[src/rtl/uart_fifo_bridge.sv]
// rtl/uart_fifo_bridge.sv - UART RX -> elastic FIFO -> UART TX bridge with loop and host modes
module uart_fifo_bridge #(
  parameter int CLK_FRE     = 50,
  parameter int BAUD_RATE   = 9600,
  parameter int DATA_WIDTH  = 8,
  parameter int PARITY_ON   = 0,
  parameter int PARITY_TYPE = 1,
  parameter int STOP_BITS   = 1,
  parameter int FIFO_DEPTH  = 16
) (
  input  logic                          i_clk_sys,
  input  logic                          i_rst,
  input  logic                          i_uart_rx,
  output logic                          o_uart_tx,
  input  logic                          i_loop_en,
  output logic [DATA_WIDTH-1:0]         o_rd_data,
  output logic                          o_rd_valid,
  input  logic                          i_rd_ready,
  input  logic [DATA_WIDTH-1:0]         i_tx_data,
  input  logic                          i_tx_valid,
  output logic                          o_tx_ready,
  output logic [$clog2(FIFO_DEPTH):0]   o_fifo_level,
  output logic                          o_parity_err,
  output logic                          o_frame_err,
  output logic                          o_overflow
);

  localparam int BAUD_DIV = CLK_FRE * 1000000 / BAUD_RATE;
  localparam int STOP_DIV = STOP_BITS * BAUD_DIV;
  localparam int CW       = $clog2(STOP_DIV + 1);
  localparam int AW       = $clog2(FIFO_DEPTH);
  localparam int BW       = $clog2(DATA_WIDTH + 1);

  localparam logic [CW-1:0] BAUD_LAST = CW'(BAUD_DIV - 1);
  localparam logic [CW-1:0] HALF_LAST = CW'(BAUD_DIV / 2 - 1);
  localparam logic [CW-1:0] STOP_LAST = CW'(STOP_DIV - 1);
  localparam logic [BW-1:0] BIT_LAST  = BW'(DATA_WIDTH - 1);
  localparam logic [AW:0]   FULL_LVL  = (AW + 1)'(FIFO_DEPTH);
  localparam logic          PAR_ODD   = 1'(PARITY_TYPE);

  localparam logic [2:0] RX_IDLE    = 3'd0;
  localparam logic [2:0] RX_START   = 3'd1;
  localparam logic [2:0] RX_DATA    = 3'd2;
  localparam logic [2:0] RX_PARITY  = 3'd3;
  localparam logic [2:0] RX_STOP    = 3'd4;
  localparam logic [2:0] RX_WAIT_HI = 3'd5;

  localparam logic [2:0] TX_IDLE    = 3'd0;
  localparam logic [2:0] TX_START   = 3'd1;
  localparam logic [2:0] TX_DATA    = 3'd2;
  localparam logic [2:0] TX_PARITY  = 3'd3;
  localparam logic [2:0] TX_STOP    = 3'd4;

  logic                  rx_s1, rx_s2, rx_prev;
  logic [2:0]            rx_state;
  logic [CW-1:0]         rx_cnt;
  logic [BW-1:0]         rx_bit;
  logic [DATA_WIDTH-1:0] rx_shift;
  logic                  rx_par_bad;
  logic                  rx_push;

  logic [DATA_WIDTH-1:0] mem [FIFO_DEPTH];
  logic [AW-1:0]         wr_ptr, rd_ptr;
  logic [AW:0]           level;
  logic                  empty, full, loop_pop, fifo_pop, push_ok;

  logic [2:0]            tx_state;
  logic [CW-1:0]         tx_cnt;
  logic [BW-1:0]         tx_bit;
  logic [DATA_WIDTH-1:0] tx_shift;
  logic                  tx_par;
  logic                  loop_mode, mode_eff;

  assign empty        = (level == '0);
  assign full         = (level == FULL_LVL);
  assign o_fifo_level = level;
  assign o_rd_data    = mem[rd_ptr];

  // Mode is only re-sampled while TX is idle so an in-flight frame never changes owner
  always_comb begin
    mode_eff   = (tx_state == TX_IDLE) ? i_loop_en : loop_mode;
    o_rd_valid = !empty && !mode_eff && !i_rst;
    o_tx_ready = (tx_state == TX_IDLE) && !mode_eff && !i_rst;
    loop_pop   = (tx_state == TX_IDLE) && mode_eff && !empty;
    fifo_pop   = loop_pop || (o_rd_valid && i_rd_ready);
    push_ok    = rx_push && (!full || fifo_pop);
  end

  // Two-flop synchroniser plus one history flop for start-edge detection
  always_ff @(posedge i_clk_sys) begin
    if (i_rst) begin
      rx_s1   <= 1'b1;
      rx_s2   <= 1'b1;
      rx_prev <= 1'b1;
    end else begin
      rx_s1   <= i_uart_rx;
      rx_s2   <= rx_s1;
      rx_prev <= rx_s2;
    end
  end

  // RX frame FSM: mid-bit sampling, parity/stop checks, push request on good byte
  always_ff @(posedge i_clk_sys) begin
    if (i_rst) begin
      rx_state     <= RX_IDLE;
      rx_cnt       <= '0;
      rx_bit       <= '0;
      rx_shift     <= '0;
      rx_par_bad   <= 1'b0;
      rx_push      <= 1'b0;
      o_parity_err <= 1'b0;
      o_frame_err  <= 1'b0;
    end else begin
      rx_push      <= 1'b0;
      o_parity_err <= 1'b0;
      o_frame_err  <= 1'b0;
      case (rx_state)
        RX_IDLE: begin
          rx_cnt <= '0;
          if (rx_prev && !rx_s2) rx_state <= RX_START;
        end
        RX_START: begin
          if (rx_cnt == HALF_LAST) begin
            rx_cnt     <= '0;
            rx_bit     <= '0;
            rx_par_bad <= 1'b0;
            rx_state   <= rx_s2 ? RX_IDLE : RX_DATA;
          end else rx_cnt <= rx_cnt + CW'(1);
        end
        RX_DATA: begin
          if (rx_cnt == BAUD_LAST) begin
            rx_cnt   <= '0;
            rx_shift <= {rx_s2, rx_shift[DATA_WIDTH-1:1]};
            rx_bit   <= rx_bit + BW'(1);
            if (rx_bit == BIT_LAST) rx_state <= (PARITY_ON != 0) ? RX_PARITY : RX_STOP;
          end else rx_cnt <= rx_cnt + CW'(1);
        end
        RX_PARITY: begin
          if (rx_cnt == BAUD_LAST) begin
            rx_cnt     <= '0;
            rx_par_bad <= rx_s2 ^ (^rx_shift) ^ PAR_ODD;
            rx_state   <= RX_STOP;
          end else rx_cnt <= rx_cnt + CW'(1);
        end
        RX_STOP: begin
          if (rx_cnt == BAUD_LAST) begin
            rx_cnt <= '0;
            if (rx_par_bad) o_parity_err <= 1'b1;
            else if (!rx_s2) o_frame_err <= 1'b1;
            else rx_push <= 1'b1;
            rx_state <= rx_s2 ? RX_IDLE : RX_WAIT_HI;
          end else rx_cnt <= rx_cnt + CW'(1);
        end
        RX_WAIT_HI: if (rx_s2) rx_state <= RX_IDLE;
        default:    rx_state <= RX_IDLE;
      endcase
    end
  end

  // FIFO storage; the byte is stable in rx_shift for the push cycle
  always_ff @(posedge i_clk_sys) begin
    if (push_ok && !i_rst) mem[wr_ptr] <= rx_shift;
  end

  // FIFO pointers, occupancy and overflow pulse
  always_ff @(posedge i_clk_sys) begin
    if (i_rst) begin
      wr_ptr     <= '0;
      rd_ptr     <= '0;
      level      <= '0;
      o_overflow <= 1'b0;
    end else begin
      o_overflow <= rx_push && !push_ok;
      if (push_ok) wr_ptr <= wr_ptr + AW'(1);
      if (fifo_pop) rd_ptr <= rd_ptr + AW'(1);
      case ({push_ok, fifo_pop})
        2'b10:   level <= level + (AW + 1)'(1);
        2'b01:   level <= level - (AW + 1)'(1);
        default: level <= level;
      endcase
    end
  end

  // TX frame FSM: every bit held BAUD_DIV cycles, line driven from a register
  always_ff @(posedge i_clk_sys) begin
    if (i_rst) begin
      tx_state  <= TX_IDLE;
      tx_cnt    <= '0;
      tx_bit    <= '0;
      tx_shift  <= '0;
      tx_par    <= 1'b0;
      loop_mode <= 1'b0;
      o_uart_tx <= 1'b1;
    end else begin
      loop_mode <= mode_eff;
      case (tx_state)
        TX_IDLE: begin
          o_uart_tx <= 1'b1;
          tx_cnt    <= '0;
          if (loop_pop) begin
            tx_shift  <= o_rd_data;
            tx_par    <= (^o_rd_data) ^ PAR_ODD;
            tx_state  <= TX_START;
            o_uart_tx <= 1'b0;
          end else if (o_tx_ready && i_tx_valid) begin
            tx_shift  <= i_tx_data;
            tx_par    <= (^i_tx_data) ^ PAR_ODD;
            tx_state  <= TX_START;
            o_uart_tx <= 1'b0;
          end
        end
        TX_START: begin
          if (tx_cnt == BAUD_LAST) begin
            tx_cnt    <= '0;
            tx_bit    <= '0;
            tx_state  <= TX_DATA;
            o_uart_tx <= tx_shift[0];
          end else tx_cnt <= tx_cnt + CW'(1);
        end
        TX_DATA: begin
          if (tx_cnt == BAUD_LAST) begin
            tx_cnt <= '0;
            if (tx_bit == BIT_LAST) begin
              tx_state  <= (PARITY_ON != 0) ? TX_PARITY : TX_STOP;
              o_uart_tx <= (PARITY_ON != 0) ? tx_par : 1'b1;
            end else begin
              tx_bit    <= tx_bit + BW'(1);
              tx_shift  <= {1'b0, tx_shift[DATA_WIDTH-1:1]};
              o_uart_tx <= tx_shift[1];
            end
          end else tx_cnt <= tx_cnt + CW'(1);
        end
        TX_PARITY: begin
          if (tx_cnt == BAUD_LAST) begin
            tx_cnt    <= '0;
            tx_state  <= TX_STOP;
            o_uart_tx <= 1'b1;
          end else tx_cnt <= tx_cnt + CW'(1);
        end
        TX_STOP: begin
          o_uart_tx <= 1'b1;
          if (tx_cnt == STOP_LAST) begin
            tx_cnt   <= '0;
            tx_state <= TX_IDLE;
          end else tx_cnt <= tx_cnt + CW'(1);
        end
        default: tx_state <= TX_IDLE;
      endcase
    end
  end

endmodule

[config.mk]
export PLATFORM = sky130hd
export DESIGN_NAME = uart_fifo_bridge
export DESIGN_NICKNAME = d
export VERILOG_FILES = /design/src/rtl/uart_fifo_bridge.sv
export SDC_FILE = /design/constraint.sdc
export NUM_CORES = 1
export LEC_CHECK = 0
export CAP_MARGIN = 10
export CORE_AREA = 4 4 93 182
export CTS_CLUSTER_SIZE = 14
export DETAILED_ROUTE_END_ITERATION = 10
export DIE_AREA = 0 0 97 186
export PLACE_DENSITY = 0.77
export SYNTH_ARGS = -nofsm -noshare
export SYNTH_HDL_FRONTEND = slang
export SYNTH_SLANG_ARGS = --single-unit
[constraint.sdc]
create_clock -name i_clk_sys -period 4 [get_ports i_clk_sys]
set_clock_uncertainty 0.1 [all_clocks]
set_input_delay 1.2 -clock i_clk_sys [delete_from_list [all_inputs] [get_ports i_clk_sys]]
set_output_delay 1.2 -clock i_clk_sys [all_outputs]
set_load 0.005 [all_outputs]
==> impl_metrics.ini <==
[run_status]
status = completed

[yosys]
async_reset_ff_share_pct = 0
synthTopCellsByArea = edfxtp_1 42%, dfxtp_1 18%, mux4_2 7.9%
syn_area_sq_um = 9130
ys_seq_area_share_pct = 60.3
synth_top_area_share_pct = 42.1
synth_cells = 716
yosysTopAreaCell = edfxtp_1
ys_types = 71
ys.flop_type = edfxtp_1
synth_edf_count = 128
synth_commonest_cells = 128 x edfxtp_1, 83 x dfxtp_1, 72 x nor2_1
syn-num-nets = 743
yosys_warnings = 0
ys_ff_latch = 211
yosysMostFrequentCell = edfxtp_1
synth.avg_cell_area_sq_um = 12.8

[critical_path]
critPathLaunchType = flop
path_delay_family = buffers and inverters
crit_path_end_kind = output port
cp.required_ns = 2.70
r2r-end = o_fifo_level[4]
reg2reg_slack_ns = 0.98
critPathSlowestCell = mux4_2
cp_slowest_stage_delay_ns = 0.57
path_max_fanout = 16
cp_num_buf_inv = 2
rr_startpoint = tx_state[2]
r2r_cells = 11
cp.arrival_ns = 2.57
crit_type = reg -> out
path_cells = buf_12 -> mux4_2 -> a22oi_1 -> nand2_1 -> clkdlybuf4s50_1

[finish]
drive_gt1_share_pct = 13.9
multi_input_area_sq_um = 3420
seqCellArea_sq_um = 5510
nets = 789
antennaDiodeCount = 0
postLayoutCellArea_sq_um = 10400
fillers = 1094
area_delta_synth_final_pct = 13.6

[place]
portBuffers = 32
place.gp.congestion = 0.889
dp_slack_ns = -0.0467
place_area_sq_um = 9730
detailed_place_hpwl_microns = 14300

[timing]
finalWorstSetupSlack_ns = 0.134
fmax_mhz = 259
rsz0062_at_grt = false
slew_violations = 0
setup_viol = 0
fin_setup_tns_ns = 0
hold_viol = 0
period_share_pct = 96.6
hold-worst-slack_ns = 0.321
worst_pin_slew_ns = 1.06
min_period_ns = 3.87
slew_headroom_pct = 29.2

[min_path]
hp-class = reg -> reg
hold_start = rx_s1
hold_depth = 1
whs_endpoint = rx_s2

[route]
firstDrtPassIters = 5
drt-total-wl_microns = 20900
wire_per_inst_microns = 21.5
drtIter0Drc = 429
ant_nets = 0
vias_per_cell = 6.24
drc = 0
num_vias = 6073

[die]
dieWidth_microns = 97
io_pins = 33
dieArea_sq_um = 18000
coreArea_sq_um = 15500
die_h_microns = 186
row_count = 64
initial_core_util_pct = 59.1

[clocking]
cts_root_buffer = clkbuf_16
clk_pin_slew_ns = 0.06
clock_latency_ns = 0.49
cts_buffer_depth = 3
cts_buffers = 20
h-tree-depth = 1
cts_tree = done
cts_setup_buffers = 0
numClockSinks = 211
hold_buffers = 0

[global_route]
grt-ovfl-total = 0
grt_usage_pct = 23.3
grt_max_degree = 37
antenna_found_initial = 0
grt_first_pass_wirelength_microns = 33100
grt_pass1_vias = 6144

[job]
cap_violations = 0

[power_and_ir_drop]
powerDensity_nw_per_um2 = 508
peakVddDrop_v = 0.000384
total_power_mw = 5.27
leakage_nw = 3.54
-- registers in the layout, summed over array words and instances, names as in the netlist, 4 cells and up, named ones only --
name          cells
mem             128
o_fifo_level      5
rd_ptr            4
rx_bit            4
rx_cnt           13
rx_shift          8
tx_bit            4
tx_cnt           13
tx_shift          8
wr_ptr            4
-- worst max path at each step --
stage | from | to | slack [ns] | cells after the start
floorplan | i_loop_en | o_fifo_level[4] | 0.37 | 11
global placement | i_loop_en | o_rd_valid | -0.009 | 5
detailed placement | i_loop_en | o_fifo_level[4] | -0.05 | 12
CTS | flop | o_rd_data[5] | 0.11 | 5
global route | flop | o_rd_data[5] | 0.05 | 5
finish | flop | o_rd_data[6] | 0.13 | 5
-- cells by family (layout without fill, tap and decap cells) --
group                      count (synthesis)  in the layout  synth area share (%)
AOI/OAI and AO/OA                        144            144                  10.8
xor gates and xnor gates                  17             17                  1.63
adders and majority gates                 13             13                  1.86
buffers and inverters                     43            103                  2.36
DFF                                      211            211                  60.3
muxes                                     44             44                  9.22
and+or+nand+nor                          244            244                  13.9
-- layout make-up --
cell class | instances | share of cell area, %
Clock buffer | 31 | 5.43
Sequential cell | 211 | 53.1
Clock inverter | 5 | 0.531
Tap cell | 198 | 2.39
Multi-Input combinational cell | 462 | 33.0
Timing Repair Buffer | 60 | 5.34
Inverter | 7 | 0.253
-- power breakdown --
part / leakage (nW) / total (mW) / internal, mW / switching, mW
clock network: 0.296 / 1.81 / 1.04 / 0.765
registers: 1.86 / 2.42 / 2.35 / 0.0657
logic: 1.39 / 1.05 / 0.497 / 0.548
total: 3.54 / 5.27 / 3.89 / 1.38
-- cell usage in the layout (no fill, tap or decap), types with 13 or more instances in the layout --
cell type | synthesis | final
edfxtp_1 | 128 | 128
nor2_1 | 72 | 72
a22oi_1 | 23 | 23
a21oi_1 | 33 | 33
nand2b_1 | 14 | 14
a31oi_1 | 13 | 13
dfxtp_1 | 83 | 82
clkdlybuf4s50_1 | 0 | 30
nor3_1 | 17 | 16
nand2_1 | 65 | 64
clkbuf_16 | 0 | 22
and3_1 | 13 | 13
mux4_2 | 32 | 32
buf_4 | 4 | 26
o21ai_0 | 26 | 26
-- worst register-to-register path, stage by stage, from the launching register on --
cell and delay (ns):
dfxtp_1 0.60, or3_1 0.43, a22oi_4 0.15, nand2_2 0.10, nor2_1 0.06, buf_4 0.16, fa_1 0.40, a21o_1 0.20
a21o_1 0.20, nor3_1 0.21, a311oi_1 0.08, a211oi_1 0.24
-- routing by layer --
layer	track usage (%)	vias to the layer above	share of wire, %
met2	45.5	230	56
met5	0	-	0
met4	9.39	0	3.8
li1	-	2818	-
met1	25.2	2974	35
met3	2.96	51	4.8
-- metrics by stage --
step	util, %	instances
2_1_floorplan	-	716
3_3_place_gp	62.9	937
3_5_place_dp	62.9	937
4_1_cts	66.9	973
5_1_grt	67.1	974
6_report	67.1	974
-- timing repair --
action	CTS	global route
gates cloned	0	1
resized for setup	1	1
endpoints found under the setup margin	1	1
No activity file was read; power rests on OpenSTA's default activity.
